[config.mk]
export PLATFORM = sky130hd
export DESIGN_NAME = seq_detector_param
export DESIGN_NICKNAME = d
export VERILOG_FILES = /design/src/rtl/seq_det_pkg.sv /design/src/rtl/seq_det_cmp.sv /design/src/rtl/seq_detector_param.sv
export SDC_FILE = /design/constraint.sdc
export NUM_CORES = 1
export LEC_CHECK = 0
export CAP_MARGIN = 20
export CORE_ASPECT_RATIO = 0.7
export CORE_MARGIN = 4
export CORE_UTILIZATION = 56
export CTS_CLUSTER_DIAMETER = 50
export DETAILED_ROUTE_END_ITERATION = 7
export PLACE_DENSITY = 0.84
export SLEW_MARGIN = 5
export SYNTH_ARGS = -nofsm -noshare
export SYNTH_HDL_FRONTEND = slang
export SYNTH_SLANG_ARGS = --single-unit
[constraint.sdc]
create_clock -name clk -period 6.5 [get_ports clk]
set_input_delay 1.3 -clock clk [delete_from_list [all_inputs] [get_ports clk]]
set_output_delay 1.3 -clock clk [all_outputs]
set_load 0.05 [all_outputs]
[src/rtl/seq_det_pkg.sv]
// Shared definitions for the serial pattern detector: state encoding and
// the legal bounds on the active pattern length.
package seq_det_pkg;

    localparam logic [1:0] ST_IDLE   = 2'b00;
    localparam logic [1:0] ST_SEARCH = 2'b01;
    localparam logic [1:0] ST_MATCH  = 2'b10;

    localparam int PAT_LEN_MIN = 2;
    localparam int PAT_LEN_MAX = 32;

    // A pattern length is usable when it is at least PAT_LEN_MIN and fits the
    // instantiated history width.
    function automatic logic len_legal(input int len, input int max_len);
        return (len >= PAT_LEN_MIN) && (len <= max_len) && (len <= PAT_LEN_MAX);
    endfunction

endpackage

[src/rtl/seq_det_cmp.sv]
// Masked comparator: compares only the low pat_len bits of the history
// against the latched pattern.
module seq_det_cmp #(
    parameter int PAT_W = 8,
    parameter int LEN_W = $clog2(PAT_W + 1)
) (
    input  logic [PAT_W-1:0] hist,
    input  logic [PAT_W-1:0] pattern,
    input  logic [LEN_W-1:0] pat_len,
    output logic             eq
);

    logic [PAT_W-1:0] mask;

    // Build a thermometer mask covering bits [pat_len-1:0].
    always_comb begin
        mask = '0;
        for (int i = 0; i < PAT_W; i++) begin
            mask[i] = (i < int'(pat_len));
        end
    end

    assign eq = ~|((hist ^ pattern) & mask);

endmodule

[src/rtl/seq_detector_param.sv]
// Configurable serial sequence detector with overlap control and a
// saturating match counter.
//
// state  | meaning
// IDLE   | no legal configuration loaded; input stream ignored
// SEARCH | collecting bits, no match on the most recent edge
// MATCH  | the most recent edge completed a pattern occurrence
module seq_detector_param
    import seq_det_pkg::*;
#(
    parameter int PAT_W = 8,
    parameter int CNT_W = 8,
    parameter int LEN_W = $clog2(PAT_W + 1)
) (
    input  logic             clk,
    input  logic             reset,
    input  logic             data_valid,
    input  logic             data_in,
    input  logic             cfg_load,
    input  logic [PAT_W-1:0] pattern,
    input  logic [LEN_W-1:0] pat_len,
    input  logic             overlap_en,
    output logic             match,
    output logic [CNT_W-1:0] match_count,
    output logic             cnt_sat,
    output logic             cfg_err,
    output logic             ready
);

    logic [1:0]       state;
    logic [PAT_W-1:0] hist;
    logic [LEN_W-1:0] fill;
    logic [PAT_W-1:0] pat_q;
    logic [LEN_W-1:0] len_q;
    logic             ovl_q;
    logic [CNT_W-1:0] count;
    logic             err_q;

    logic [PAT_W-1:0] hist_nxt;
    logic [LEN_W-1:0] fill_nxt;
    logic             cmp_eq;
    logic             hit;
    logic             active;
    logic             len_ok;

    // Candidate history/fill for a valid bit; fill saturates at PAT_W.
    always_comb begin
        hist_nxt = {hist[PAT_W-2:0], data_in};
        fill_nxt = (fill == LEN_W'(PAT_W)) ? fill : fill + 1'b1;
    end

    seq_det_cmp #(
        .PAT_W (PAT_W),
        .LEN_W (LEN_W)
    ) u_cmp (
        .hist    (hist_nxt),
        .pattern (pat_q),
        .pat_len (len_q),
        .eq      (cmp_eq)
    );

    assign hit    = cmp_eq && (fill_nxt >= len_q);
    assign active = (state == ST_SEARCH) || (state == ST_MATCH);
    assign len_ok = len_legal(int'(pat_len), PAT_W);

    // FSM, history, configuration and counter; cfg_load outranks data.
    always_ff @(posedge clk or negedge reset) begin
        if (!reset) begin
            state <= ST_IDLE;
            hist  <= '0;
            fill  <= '0;
            pat_q <= '0;
            len_q <= '0;
            ovl_q <= 1'b0;
            count <= '0;
            err_q <= 1'b0;
        end else if (cfg_load) begin
            pat_q <= pattern;
            len_q <= pat_len;
            ovl_q <= overlap_en;
            hist  <= '0;
            fill  <= '0;
            if (len_ok) begin
                state <= ST_SEARCH;
                err_q <= 1'b0;
            end else begin
                state <= ST_IDLE;
                err_q <= 1'b1;
            end
        end else if (active) begin
            if (data_valid) begin
                hist <= hist_nxt;
                if (hit) begin
                    state <= ST_MATCH;
                    fill  <= ovl_q ? fill_nxt : '0;
                    if (count != {CNT_W{1'b1}}) begin
                        count <= count + 1'b1;
                    end
                end else begin
                    state <= ST_SEARCH;
                    fill  <= fill_nxt;
                end
            end else begin
                state <= ST_SEARCH;
            end
        end
    end

    assign match       = (state == ST_MATCH);
    assign ready       = (state == ST_SEARCH) || (state == ST_MATCH);
    assign match_count = count;
    assign cnt_sat     = &count;
    assign cfg_err     = err_q;

endmodule

[After elaboration in Yosys (flattened, before gate mapping)]
Cells that the tools add are included.
Operators by class
  add/subtract/negate cells: 2
  multiply operators: 0
  divide/modulo/power cells: 0
  order comparisons: 11
  equality and inequality tests: 4
  shift operators: 0
  muxes and demuxes: 15
  bitwise operators: 3
  reduce and logical (&&, ||, !) cells: 10
Operators with widths (number)
  two-way mux 4 bit: 6
  two-way mux 7 bit: 3
  < comparator 3 x 4 -> 1 bit (first input constant): 4
  adder 8 x 1 -> 8 bit (second input constant): 1
  bitwise AND 8 bit: 1
  < comparator 1 x 4 -> 1 bit (first input constant): 2
  < comparator 2 x 4 -> 1 bit (first input constant): 2
  two-way mux 2 bit: 4
  inequality test 8 bit (second input constant): 1
  AND reduction 8 bit: 1
  OR reduction 8 bit: 1
  XOR 8 bit: 1
  AND reduction 5 bit: 1
  adder 4 x 1 -> 4 bit (second input constant): 1
  == test 4 bit (second input constant): 1
  greater-or-equal comparator 4 x 2 -> 1 bit (second input constant): 1
  greater-or-equal comparator 4 bit: 1
  <= comparator 4 bit (second input constant): 1
  nonzero test 2 bit: 2
  == test 2 x 1 -> 1 bit (second input constant): 1
  == test 2 bit (second input constant): 1
  logical AND 1 bit: 2
  two-way mux 1 bit: 2
  AND reduction 2 bit: 1
  3 further kinds: 3
Storage, ports and cells
  register bits: 35
  bits in latches: 0
  memory bits (writable): 0
  ROM bits: 0
  input bits: 18
  output and inout port bits: 12
  logic and storage cells: 53
  memories: 0

[Logic depth before layout (Yosys ltp)]
Gate-level depths: netlist of the first run.
  depth in word-level cells: 9
  gate-level depth with buffers: 13
  depth with buffers taken out: 12

[By module]
Synthesis of the first run repeated with hierarchy kept, for this count alone.
Unflattened totals
  cells, all modules: 167
  area total of the unflattened synthesis: 1781.7 µm²
Modules (own cells, without submodules)
  seq_detector_param: instances 1, cells an instance 147, area each 1630.3 µm², sequential area each 875.8 µm²
  seq_det_cmp: instances 1, cells an instance 20, area each 151.4 µm², sequential area each 0.0 µm²

[Worst setup path before layout of the first run]
Ideal clock, no wire load.
  kind: register to output
  from: register count[0], in the netlist match_count[0]
  to: output cnt_sat
  arrival: 1.864 ns
  data required time: 5.200 ns
  path slack: 3.336 ns
  stages on the path, launching flop included: 6
  path buffers: 1
  cell sequence: dfrtp_1 ha_1 nand2_1 nor2_1 and3_1 clkbuf_1
Between the ends
  cells in the longest elaborated chain, start to end: 1
RTL lines
  start, declared: line seq_detector_param.sv:36  | logic [CNT_W-1:0] count;
  start signal, assigned: line seq_detector_param.sv:97  | count <= count + 1'b1;
  AND reduction 8 bit: line seq_detector_param.sv:112  | assign cnt_sat = &count;
  end, declared: line seq_detector_param.sv:25  | output logic cnt_sat,
Every way passes these cells.

[Worst setup path in the final report of the first run]
Ends and elaborated chain as after synthesis.

==> results_dict.tcl, run 1 <==
set metrics [dict create \
    synth_top_area_frac 0.493 \
    synthCells 159 \
    power_density_nw_per_um2 221 \
    clock-root-buffer "clkbuf_8" \
    p_sw_mw 0.137 \
    final_nets 217 \
    critPathLaunchType "register" \
    synthToLayoutAreaGrowth_pct 23.0 \
    ys.flop_type "dfrtp_1" \
    setup_viol 0 \
    syn_area_sq_um 1780 \
    initial_utilization 0.608 \
    power_switching_share 0.285 \
    cts_tree "done" \
    post_cts_resized 0 \
    rsz0062_at_grt "false" \
    grtUsageTotal 0.220 \
    grt_start_max_net_pins 36 \
    synth_nets 185 \
    hold_viol 0 \
    pwr-share-clk 0.315 \
    rows 16 \
    worstHoldPathType "register to register" \
    synthTopCellsByCount "35 x dfrtp_1, 14 x xnor2_1, 12 x nand2_1" \
    grt_pass1_wl_um 6490 \
    num_io_pins 30 \
    setup.worst_path.class "register to output pin" \
    comb_power_share 0.175 \
    dp_hpwl_um 2900 \
    crit_path_end_kind "output pin" \
    max-slew-margin-rel 0.350 \
    fin_worst_skew_ps 1.83 \
    totalWireLength_um 3790 \
    grt_pass1_vias 1337 \
    antenna_found_initial 0 \
    drc 0 \
    clockBufferDepth 2 \
    synth_seq_cells 35 \
    via_per_inst 5.73 \
    clk_latency_ps 290 \
    clock_sinks 35 \
    tns_ps 0 \
    yosysTopAreaCell "dfrtp_1" \
    arrival_ps 2330 \
    finalCritPeriodShare 0.558 \
    drv_cap 0 \
    worstPathMaxFanout 7 \
    clk_transition_reported_paths_ps 70 \
    fillers 191 \
    dieArea_sq_um 4150 \
    synthTopCellsByArea "dfrtp_1 49%, mux2_2 7.0%, xnor2_1 6.9%" \
    die_y_um 55.1 \
    async_flop_share 1.00 \
    leakagePower_nw 0.934 \
    vias 1306 \
    tightest_slew_ps 975 \
    min_period_ps 3630 \
    drtPass1Iterations 4 \
    routedWlPerCell_um 16.6 \
    outcome "finished, final reports clean" \
    portBuffers 29 \
    drive_gt1_frac 0.115 \
    syn_avg_cell_area_sq_um 11.2 \
    cts_htree_levels 2 \
    finalWeightedCongestion 0.898 \
    cts_hold_buf 0 \
    synth-edff-count 0 \
    insertedDiodeCount 0 \
    seqPwrFrac 0.510 \
    ys_warn_count 0 \
    ir_drop_v 0.000179 \
    ant_nets 0 \
    required_ps 5200 \
    synthMostInstantiatedCell "dfrtp_1" \
    drv_slew 0 \
    numCtsBuffers 5 \
    die_w_um 75.3 \
    postCtsSetupBuffers 0 \
    holdWs_ps 503 \
    grt_overflow_total 0 \
    internal_power_mw 0.345 \
    max_freq_mhz 276 \
    yosysUniqueCellTypes 34 \
    core_sq_um 2920 \
    synth_seq_area_share 0.493 \
    first_iter_violations 147 \
]
==> registers in the layout, summed over array words and instances, names as in the netlist <==
signal and cells:
cfg_err 1, fill 4, hist 7, len_q 4, match_count 8, ovl_q 1
pat_q 8, state 2
==> worst paths after layout <==
path,cells after the start,slack (ps),to,from
setup / recovery,5,2870,cnt_sat,match_count[0]
hold / removal,1,500,ovl_q,ovl_q
setup reg to reg,12,3580,match_count[1],fill[0]
hold reg to reg,1,500,ovl_q,ovl_q
max in group asynchronous,2,4780,fill[2],reset
min in group asynchronous,2,1420,pat_q[2],reset
==> critical path, cell delays in order, from the launching register on <==
cell	delay [ps]
dfrtp_1	440
ha_1	220
nand2_1	60
nor2_1	120
and3_1	340
clkdlybuf4s50_1	870
==> layer usage <==
layer	GRT usage	share of wire
met5	0	0
met4	0.0959	0.016
met3	0.0614	0.060
met2	0.324	0.45
met1	0.304	0.48
==> layout make-up <==
type / instances / area [sq um] / share of cell area
Sequential cell: 35 / 876 / 0.401
Multi-Input combinational cell: 109 / 841 / 0.385
Timing Repair Buffer: 31 / 305 / 0.140
Clock buffer: 6 / 72.6 / 0.0332
Tap cell: 36 / 45.0 / 0.0206
Inverter: 9 / 33.8 / 0.0155
Clock inverter: 2 / 12.5 / 0.00572
==> power by group through the flow <==
stage | logic [mW] | clock network (mW) | registers [mW]
4_1_cts | 0.0856 | 0.155 | 0.246
6_report | 0.0846 | 0.152 | 0.246
2_1_floorplan | 0.0430 | 0 | 0.256
3_5_place_dp | 0.0853 | 0 | 0.250
3_3_place_gp | 0.0825 | 0 | 0.248
5_1_grt | 0.0934 | 0.168 | 0.248
==> logic make-up after synthesis <==
group                      share of synthesized area
and+or+nand+nor                                0.139
AOI/OAI and AO/OA                              0.123
DFF                                            0.493
muxes                                         0.0761
buffers and inverters                         0.0338
adders and majority gates                     0.0563
xor gates and xnor gates                      0.0789
==> layout by cell type, fill, tap and decap left out <==
master and n:
o221ai_1 1, nor3b_1 1, o211ai_1 3, nor4_1 3
a2111oi_0 1, xnor2_1 14, a32o_1 3, nand2_1 12
inv_1 9, nor3_1 4, dfrtp_1 35, o21a_1 1
clkbuf_8 5, nand3_1 6, and3_1 2, clkbuf_1 1
clkinv_2 1, clkinvlp_4 1, mux2_2 11, and4b_1 1
mux2_1 1, o22ai_1 2, a22o_1 8, nand3b_1 3
xor2_1 2, o311a_1 1, o21ai_0 5, nand2b_1 3
nor3b_4 1, nor2_1 6, a21oi_1 3, ha_1 8
a211oi_1 1, nor4b_2 1, buf_4 2, nand4_1 1
clkdlybuf4s50_1 29
==> per-stage QoR <==
stage	cell area, sq um	worst slack (ps)	utilization	total power, mW	cells
CTS	2190	2870	0.748	0.487	228
global route	2190	2700	0.748	0.509	228
global placement	2100	3190	0.719	0.331	220
finish	2190	2870	0.748	0.483	228
detailed placement	2100	3100	0.719	0.335	220
floorplan	1780	3340	-	0.299	159
Note: power is estimated with default switching activity, not from simulation.
==> inputs of run 2 (changes only) <==
--- a/config.mk
+++ b/config.mk
@@ -8,10 +8,10 @@
 export CAP_MARGIN = 20
 export CORE_ASPECT_RATIO = 0.7
 export CORE_MARGIN = 4
-export CORE_UTILIZATION = 56
+export CORE_UTILIZATION = 52
 export CTS_CLUSTER_DIAMETER = 50
 export DETAILED_ROUTE_END_ITERATION = 7
-export PLACE_DENSITY = 0.84
+export PLACE_DENSITY = 0.78
 export SLEW_MARGIN = 5
 export SYNTH_ARGS = -nofsm -noshare
 export SYNTH_HDL_FRONTEND = slang
==> constraint.sdc (replaced) <==
create_clock -name clk -period 3.6 [get_ports clk]
set_input_delay 0.72 -clock clk [delete_from_list [all_inputs] [get_ports clk]]
set_output_delay 0.72 -clock clk [all_outputs]
set_load 0.05 [all_outputs]
==> results_dict.tcl, run 2 (synthesis results as in run 1) <==
set metrics [dict create \
    reg2reg_from "fill[0]" \
    dieArea_sq_um 4430 \
    whs_path_depth 1 \
    finalWeightedCongestion 0.820 \
    leakagePower_nw 0.945 \
    clock_sinks 35 \
    vias 1300 \
    pwr-share-clk 0.311 \
    dp_worst_setup_slack_ps 800 \
    total_power_mw 0.866 \
    via_per_inst 5.42 \
    internal_power_mw 0.622 \
    crit_family "buffers and inverters" \
    crit_chain "ha_1 -> nand2_1 -> nor2_1 -> and3_1 -> clkdlybuf4s50_1" \
    hp-start "match_count[5]" \
    cts_htree_levels 2 \
    grt_util_met3 0.0513 \
    setup.worst_path.class "register to output pin" \
    drv_cap 0 \
    p_sw_mw 0.244 \
    grt_overflow_total 0 \
    arrival_ps 2370 \
    worstHoldPathType "register to register" \
    cts_tree "done" \
    core_sq_um 3210 \
    routedWlPerCell_um 15.4 \
    tns_ps 0 \
    grtUsageTotal 0.186 \
    critPathLaunchType "register" \
    initial_utilization 0.553 \
    max_stage_delay_ps 870 \
    r2r_slack_ps 740 \
    drc 0 \
    num_io_pins 30 \
    post_cts_resized 0 \
    worstPathMaxFanout 7 \
    setup_viol 0 \
    clk_latency_ps 280 \
    ir_drop_v 0.000302 \
    grt_pass1_vias 1241 \
    reg2reg_depth 12 \
    tightest_slew_ps 944 \
    clk_transition_reported_paths_ps 70 \
    first_iter_violations 108 \
    cts_hold_buf 0 \
    layout_setup_ws_ps 514 \
    dp.cells 232 \
    max_freq_mhz 324 \
    busiest_layer "met1" \
    drtPass1Iterations 4 \
    use_met1 0.273 \
    final_common_cell "dfrtp_1" \
    power_density_nw_per_um2 393 \
    seqPwrFrac 0.512 \
    fin_worst_skew_ps 3.43 \
    die_y_um 56.9 \
    rows 17 \
    grt_pass1_wl_um 6270 \
    hold_viol 0 \
    die_w_um 77.9 \
    power_switching_share 0.282 \
    totalWireLength_um 3700 \
    final_nets 218 \
    numCtsBuffers 5 \
    mostFrequentLayoutCells "35 x dfrtp_1, 29 x clkdlybuf4s50_1, 14 x xnor2_1" \
    finalCritPeriodShare 0.857 \
    comb_power_share 0.178 \
    drv_slew 0 \
    postCtsSetupBuffers 0 \
    grt_use_met2 0.261 \
    required_ps 2880 \
    min_period_ps 3090 \
    whs_endpoint "match_count[5]" \
    max-slew-margin-rel 0.371 \
    portBuffers 29 \
    rsz0062_at_grt "false" \
    outcome "finished, final reports clean" \
    crit_path_end_kind "output pin" \
    ant_nets 0 \
    final_cells 240 \
    drive_gt1_frac 0.124 \
    antenna_found_initial 0 \
    r2r-end "match_count[1]" \
    clockBufferDepth 2 \
    grt_start_max_net_pins 36 \
    cp_slowest_cell "clkdlybuf4s50_1" \
    clock-root-buffer "clkbuf_8" \
    insertedDiodeCount 0 \
    path_buf_inv 1 \
    dp_hpwl_um 2780 \
    synthToLayoutAreaGrowth_pct 24.2 \
]
-- run 2: changes by cell type in the layout (fill, tap and decap cells not counted) --
cell	before	now
clkinv_2	1	3
buf_4	2	3
clkinvlp_4	1	0
clkbuf_1	1	0
-- run 2: worst max-delay path by stage --
stage	slack [ps]	depth (start not counted)	startpoint	end
6_report	510	5	match_count[0]	cnt_sat
5_1_grt	410	5	match_count[0]	cnt_sat
4_1_cts	520	5	match_count[0]	cnt_sat
3_5_place_dp	800	12	fill[0]	match_count[1]
3_3_place_gp	890	5	match_count[0]	cnt_sat
2_1_floorplan	970	13	fill[0]	match_count[1]
-- run 2: cell type report --
class                           instances  area (sq um)
Clock inverter                          3          15.0
Timing Repair Buffer                   32           313
Multi-Input combinational cell        109           841
Sequential cell                        35           876
Fill cell                             242          1010
Tap cell                               47          58.8
Clock buffer                            5          68.8
Inverter                                9          33.8
-- run 2: through the flow --
stage / cell area (sq um) / util / hold WS, ps
after floorplan: 1780 / - / 424
after global placement: 2120 / 0.661 / 486
after detailed placement: 2120 / 0.661 / 498
after CTS: 2210 / 0.687 / 509
after global routing: 2210 / 0.687 / 530
final: 2210 / 0.687 / 503
-- run 2: layer usage --
| metal | share of wire | vias up |
|---|---|---|
| li1 | - | 635 |
| met1 | 0.49 | 635 |
| met3 | 0.051 | 2 |
| met2 | 0.45 | 28 |
| met4 | 0.0068 | 0 |
| met5 | 0 | - |
-- run 2: power by group through the flow --
stage | clock network (mW) | registers (mW) | logic [mW]
final | 0.269 | 0.443 | 0.154
after global routing | 0.295 | 0.446 | 0.170
after detailed placement | 0 | 0.450 | 0.155
after global placement | 0 | 0.448 | 0.149
after CTS | 0.273 | 0.443 | 0.155
after floorplan | 0 | 0.462 | 0.0777
